File: src/rtl/spi_pkg.sv
// Shared state type and constants for the SPI byte engine and its helpers.
package spi_pkg;

  typedef enum logic [1:0] {
    IDLE  = 2'd0,
    SHIFT = 2'd1,
    DONE  = 2'd2
  } spi_state_e;

  localparam int unsigned SPI_BITS  = 8;
  localparam int unsigned SPI_EDGES = 2 * SPI_BITS;
  localparam logic        MOSI_IDLE = 1'b1;
  localparam logic [4:0]  LAST_EDGE = 5'(SPI_EDGES - 1);

  // Toggle numbers are 1-based; odd toggles are rising sck edges in mode 0.
  function automatic logic is_rising_toggle(input logic [4:0] toggle_num);
    return toggle_num[0];
  endfunction

endpackage

File: src/rtl/spi_half_bit_tick.sv
// Free-running 0..H-1 counter while enabled; emits a one-cycle tick on the wrap cycle.
// Cleared whenever disabled, so the first tick lands H cycles after enable rises.
module spi_half_bit_tick #(
  parameter int unsigned CLKS_PER_HALF_BIT = 2
) (
  input  logic clk_i,
  input  logic resetn_i,
  input  logic en_i,
  output logic tick_o
);

  if (CLKS_PER_HALF_BIT < 2 || CLKS_PER_HALF_BIT > 255) begin : g_bad_half_bit
    $error("CLKS_PER_HALF_BIT must lie in 2..255");
  end

  localparam logic [7:0] WRAP = 8'(CLKS_PER_HALF_BIT - 1);

  logic [7:0] cnt_q;
  logic [7:0] cnt_d;

  // Next count: clear while disabled, wrap at H-1.
  always_comb begin
    cnt_d = cnt_q;
    if (!en_i) begin
      cnt_d = 8'd0;
    end else if (cnt_q == WRAP) begin
      cnt_d = 8'd0;
    end else begin
      cnt_d = cnt_q + 8'd1;
    end
  end

  // Count register.
  always_ff @(posedge clk_i or negedge resetn_i) begin
    if (!resetn_i) begin
      cnt_q <= 8'd0;
    end else begin
      cnt_q <= cnt_d;
    end
  end

  assign tick_o = en_i && (cnt_q == WRAP);

endmodule

File: src/rtl/spi_byte_engine.sv
// SPI mode-0 byte master: one byte out on mosi and one in from miso per accepted request.
// Define SPI_CS_EN to add a hardware chip select (cs_n) with a cs_hold input.
module spi_byte_engine
  import spi_pkg::*;
#(
  parameter int unsigned CLKS_PER_HALF_BIT = 2
) (
  input  logic       clk,
  input  logic       resetn,
  input  logic [7:0] tx_byte,
  input  logic       tx_valid,
  output logic       tx_ready,
  output logic [7:0] rx_byte,
  output logic       rx_valid,
  output logic       sck,
  output logic       mosi,
  input  logic       miso
`ifdef SPI_CS_EN
  ,
  output logic       cs_n,
  input  logic       cs_hold
`endif
);

  spi_state_e state_q;
  logic [6:0] tx_sh_q;
  logic [7:0] rx_sh_q;
  logic [4:0] edge_q;
  logic       tx_ready_q;
  logic [7:0] rx_byte_q;
  logic       rx_valid_q;
  logic       sck_q;
  logic       mosi_q;

  logic       shift_en;
  logic       tick;
  logic       accept;
  logic [4:0] edge_inc;

  assign shift_en = (state_q == SHIFT);
  assign accept   = (state_q == IDLE) && tx_valid && tx_ready_q;
  assign edge_inc = edge_q + 5'd1;

  spi_half_bit_tick #(
    .CLKS_PER_HALF_BIT(CLKS_PER_HALF_BIT)
  ) u_half_bit_tick (
    .clk_i   (clk),
    .resetn_i(resetn),
    .en_i    (shift_en),
    .tick_o  (tick)
  );

  // Byte FSM with shift registers and all registered SPI/handshake outputs.
  always_ff @(posedge clk or negedge resetn) begin
    if (!resetn) begin
      state_q    <= IDLE;
      tx_sh_q    <= 7'd0;
      rx_sh_q    <= 8'd0;
      edge_q     <= 5'd0;
      tx_ready_q <= 1'b1;
      rx_byte_q  <= 8'd0;
      rx_valid_q <= 1'b0;
      sck_q      <= 1'b0;
      mosi_q     <= MOSI_IDLE;
    end else begin
      rx_valid_q <= 1'b0;
      case (state_q)
        IDLE: begin
          if (accept) begin
            state_q    <= SHIFT;
            tx_sh_q    <= tx_byte[6:0];
            mosi_q     <= tx_byte[7];
            tx_ready_q <= 1'b0;
            edge_q     <= 5'd0;
          end else begin
            tx_ready_q <= 1'b1;
          end
        end
        SHIFT: begin
          if (tick) begin
            edge_q <= edge_inc;
            if (is_rising_toggle(edge_inc)) begin
              sck_q   <= 1'b1;
              rx_sh_q <= {rx_sh_q[6:0], miso};
            end else if (edge_q == LAST_EDGE) begin
              // Final falling edge: the eighth sample is already in rx_sh_q.
              sck_q      <= 1'b0;
              mosi_q     <= MOSI_IDLE;
              rx_byte_q  <= rx_sh_q;
              rx_valid_q <= 1'b1;
              edge_q     <= 5'd0;
              state_q    <= DONE;
            end else begin
              sck_q   <= 1'b0;
              mosi_q  <= tx_sh_q[6];
              tx_sh_q <= {tx_sh_q[5:0], 1'b0};
            end
          end else begin
            edge_q <= edge_q;
          end
        end
        DONE: begin
          state_q    <= IDLE;
          tx_ready_q <= 1'b1;
        end
        default: begin
          state_q    <= IDLE;
          tx_ready_q <= 1'b1;
          sck_q      <= 1'b0;
          mosi_q     <= MOSI_IDLE;
          edge_q     <= 5'd0;
        end
      endcase
    end
  end

  assign tx_ready = tx_ready_q;
  assign rx_byte  = rx_byte_q;
  assign rx_valid = rx_valid_q;
  assign sck      = sck_q;
  assign mosi     = mosi_q;

`ifdef SPI_CS_EN
  logic cs_n_q;

  // Chip select: drops on acceptance, released only from IDLE once cs_hold clears.
  always_ff @(posedge clk or negedge resetn) begin
    if (!resetn) begin
      cs_n_q <= 1'b1;
    end else if (accept) begin
      cs_n_q <= 1'b0;
    end else if ((state_q == IDLE) && !cs_hold) begin
      cs_n_q <= 1'b1;
    end else begin
      cs_n_q <= cs_n_q;
    end
  end

  assign cs_n = cs_n_q;
`endif

endmodule

File: config.mk
export PLATFORM = sky130hd
export DESIGN_NAME = spi_byte_engine
export DESIGN_NICKNAME = d
export VERILOG_FILES = /design/src/rtl/spi_pkg.sv /design/src/rtl/spi_half_bit_tick.sv /design/src/rtl/spi_byte_engine.sv
export SDC_FILE = /design/constraint.sdc
export NUM_CORES = 1
export LEC_CHECK = 0
export BUFFER_PORTS_ARGS = -buffer_cell sky130_fd_sc_hd__buf_2
export CAP_MARGIN = 20
export CORE_AREA = 5 5 70 72
export DETAILED_ROUTE_END_ITERATION = 7
export DIE_AREA = 0 0 75 77
export PLACE_DENSITY = 0.66
export RECOVER_POWER = 100
export SETUP_SLACK_MARGIN = 0.4
export SYNTH_ARGS = -nofsm -noshare
export SYNTH_HDL_FRONTEND = slang
export SYNTH_SLANG_ARGS = --single-unit
File: constraint.sdc
create_clock -name clk -period 2.35 [get_ports clk]
set_clock_uncertainty 0.1 [all_clocks]
set_input_delay 0.235 -clock clk [delete_from_list [all_inputs] [get_ports clk]]
set_output_delay 0.235 -clock clk [all_outputs]
set_load 0.01 [all_outputs]
==> metrics <==
status=complete, but fails checks; failing checks=negative hold slack; synth-to-layout area growth=18.63%; XOR/XNOR Fraction of Synth Area=1.811%; Die Height=77 µm; final hold vios=40; Syn Inst Count=164; placed cells=237; RSZ-0062 raised after global routing=yes; post-route non-filler standard cell count=254; Post-Synth Adder-Cell Area=1.940%; Post-CTS Hold Buffers=0; first-pass GRT wire length=6299 µm; Min-Delay Path Class=primary input to asynchronous set/reset pin; Avg Inst Size Synth=11.79 µm²; Crit path required time=2.43 ns; Commonest cells post-synth=dfrtp_1 (40), nand2_1 (27), mux2_2 (23); top cells by area, synth=dfrtp_1 (52%), mux2_2 (13%), nand2_1 (5.2%); CTS root buffer=clkbuf_8; fin crit period=2.007 ns; CTS tree=done; Final TNS setup=0 ns; total power=0.002844 W; synthesized netlist net count=179; starting density of the core=45.69%; number of synthesized flops with an enable pin=0; Setup violations, final=0; arrival time at the worst endpoint=2.09 ns; largest family of logic cells by synthesized area=simple AND/OR/NAND/NOR gates; leakage=1.088 nW; top cell type's share of synthesized area=51.75%; initial DRC count=51; total CTS buffers=5; Syn. warnings=0; Peak supply drop=0.5477 mV; via count=1383; GRT Util Overall=13.86%; most frequent cell after synthesis=dfrtp_1; pin count of the biggest net entering global routing=43; relative slew slack=41.12%; I/O pin total=24; Avg WL per Cell=14.84 µm; NumNets Final=216; cell area after synthesis=1934 µm²; DRC Markers=0; final count of pins violating max slew=0; worst-skew pair later-pin latency=0.29 ns; CP endpoint kind=flip-flop; Synth Area in Compound Gates=9.832%; CP max FO=8; IO Port Bufs=23; post-detail-place hpwl=2584 µm; ratio of final minimum period to clock period=85.41%; setup slack after layout=0.3428 ns; initial antenna violation count=0; core footprint=4234 µm²; ANT cells=0; Most used DFF post-synth=dfrtp_1; Longest Clk Path Bufs=2; area leader, netlist=dfrtp_1; post-synth cell types=35; Worst-Margin Slew=0.8832 ns; routability cong.=0.8135; GRT Residual Overflow=0; share of layout cells above drive strength 1=28.22%; maximum clock rate=498.2 MHz; max-cap viol count=0; Via-to-Cell Ratio=5.445; vias in the first global route=1376; Post-Synth Simple-Gate Area=14.88%; clk slew on worst S/H paths=0.08 ns; Min Hold Slack=-0.04856 ns; Synth Register Bits=42; sequential cell area fraction in the yosys report=54.46%; Die X=75 µm; Startpoint Class=flip-flop; remaining antenna violation count=0; htree depth=2; Setup CP Type=flip-flop to flip-flop; pre-CTS WS=0.1837 ns; Fill cells=372; mux cell area share after synthesis=13.91%; Post-Route WL=3770 µm; CTS Sinks=42; DR pass1 iterations=4; FFs w/ async S/R, synth=100.0%; die area=5775 µm²; Rows=24; power density over the cells=1240 nW/µm²
==> worst max-delay path, stage by stage (launching register included) <==
cell and delay (ns):
dfrtp_1 0.41, ha_1 0.26, and4_1 0.32, o32ai_4 0.32, buf_12 0.16, mux2_1 0.32
==> routing by layer <==
metal / track usage (%) / vias to the layer above / wire length (µm)
li1: - / 650 / -
met1: 17.06 / 697 / 1570
met2: 22.91 / 30 / 1993
met3: 4.183 / 6 / 152
met4: 4.270 / 0 / 53
met5: 0 / - / 0
==> area by class of cell <==
class                   instances  area (µm²)  share of cell area, %
well taps                      52       65.06                  2.835
flip-flops and latches         42        1054                  45.91
multi-input cells             111       820.8                  35.77
repair buffers                 34       186.4                  8.124
inverters                       7       26.28                  1.145
clock buffers                   6       82.58                  3.599
clock inverters                 2       60.06                  2.617
==> flip-flops by register name, indices dropped and copies added, names as in the netlist <==
name	count
mosi	1
tx_sh_q	7
edge_q	5
rx_byte	8
u_half_bit_tick.cnt_q	8
rx_valid	1
tx_ready	1
rx_sh_q	8
state_q	2
sck	1
==> cells in the final DEF, fill, tap and decap left out, types with 3 or more instances in the layout <==
master | synthesis | final
mux2_1 | 0 | 5
nand3_1 | 5 | 5
a21oi_1 | 5 | 4
a31oi_1 | 5 | 5
inv_1 | 7 | 7
a21o_1 | 2 | 3
buf_2 | 1 | 13
o21ai_0 | 7 | 7
clkbuf_1 | 2 | 13
clkbuf_8 | 0 | 6
ha_1 | 3 | 3
mux2_2 | 23 | 17
nor2_1 | 7 | 7
nand2_1 | 27 | 28
dfrtp_1 | 40 | 40
buf_4 | 0 | 7
==> path summary, 6_finish.rpt <==
path,from,end,slack (ns),cells after the start
worst min register to register,sck,sck,0.39,1
max in group asynchronous,resetn,edge_q[2],1.64,1
worst min-delay path,resetn,u_half_bit_tick.cnt_q[0],-0.05,1
worst max register to register,edge_q[1],tx_sh_q[4],0.34,5
min in group clk,miso,rx_sh_q[0],0.07,2
worst max-delay path,edge_q[1],tx_sh_q[4],0.34,5
==> metrics by stage <==
| stage | hold slack, ns | area, µm² | utilization [%] |
|---|---|---|---|
| final | -0.04856 | 2295 | 54.20 |
| after global routing | 0.04730 | 2295 | 54.20 |
| after CTS | 0.0002588 | 2298 | 54.28 |
| after detailed placement | 0.3220 | 2102 | 49.65 |
| after global placement | 0.3050 | 2102 | 49.65 |
| after floorplan | -0.1606 | 1937 | - |
==> report_power, final <==
part / switching, W / internal, W
Sequential: 0.000159 / 0.000948
Clock: 0.000247 / 0.000453
Combinational: 0.000524 / 0.000513
Total: 0.000931 / 0.00191
==> cells by family (layout without fill, tap and decap cells) <==
| family | count (synthesis) | count (layout) |
|---|---|---|
| muxes | 24 | 24 |
| buffers and inverters | 12 | 49 |
| xor gates and xnor gates | 4 | 4 |
| AOI/OAI and AO/OA | 26 | 26 |
| adders and majority gates | 3 | 3 |
| DFF | 42 | 42 |
| and+or+nand+nor | 53 | 54 |
==> timing repair <==
action / in CTS / in global routing
gates resized for setup: 1 / 12
setup buffers: 5 / 2
endpoints found under the setup margin: 23 / 23
pin swaps: 1 / 2
gates cloned: 0 / 2
Power figures use the tool's default switching activity.
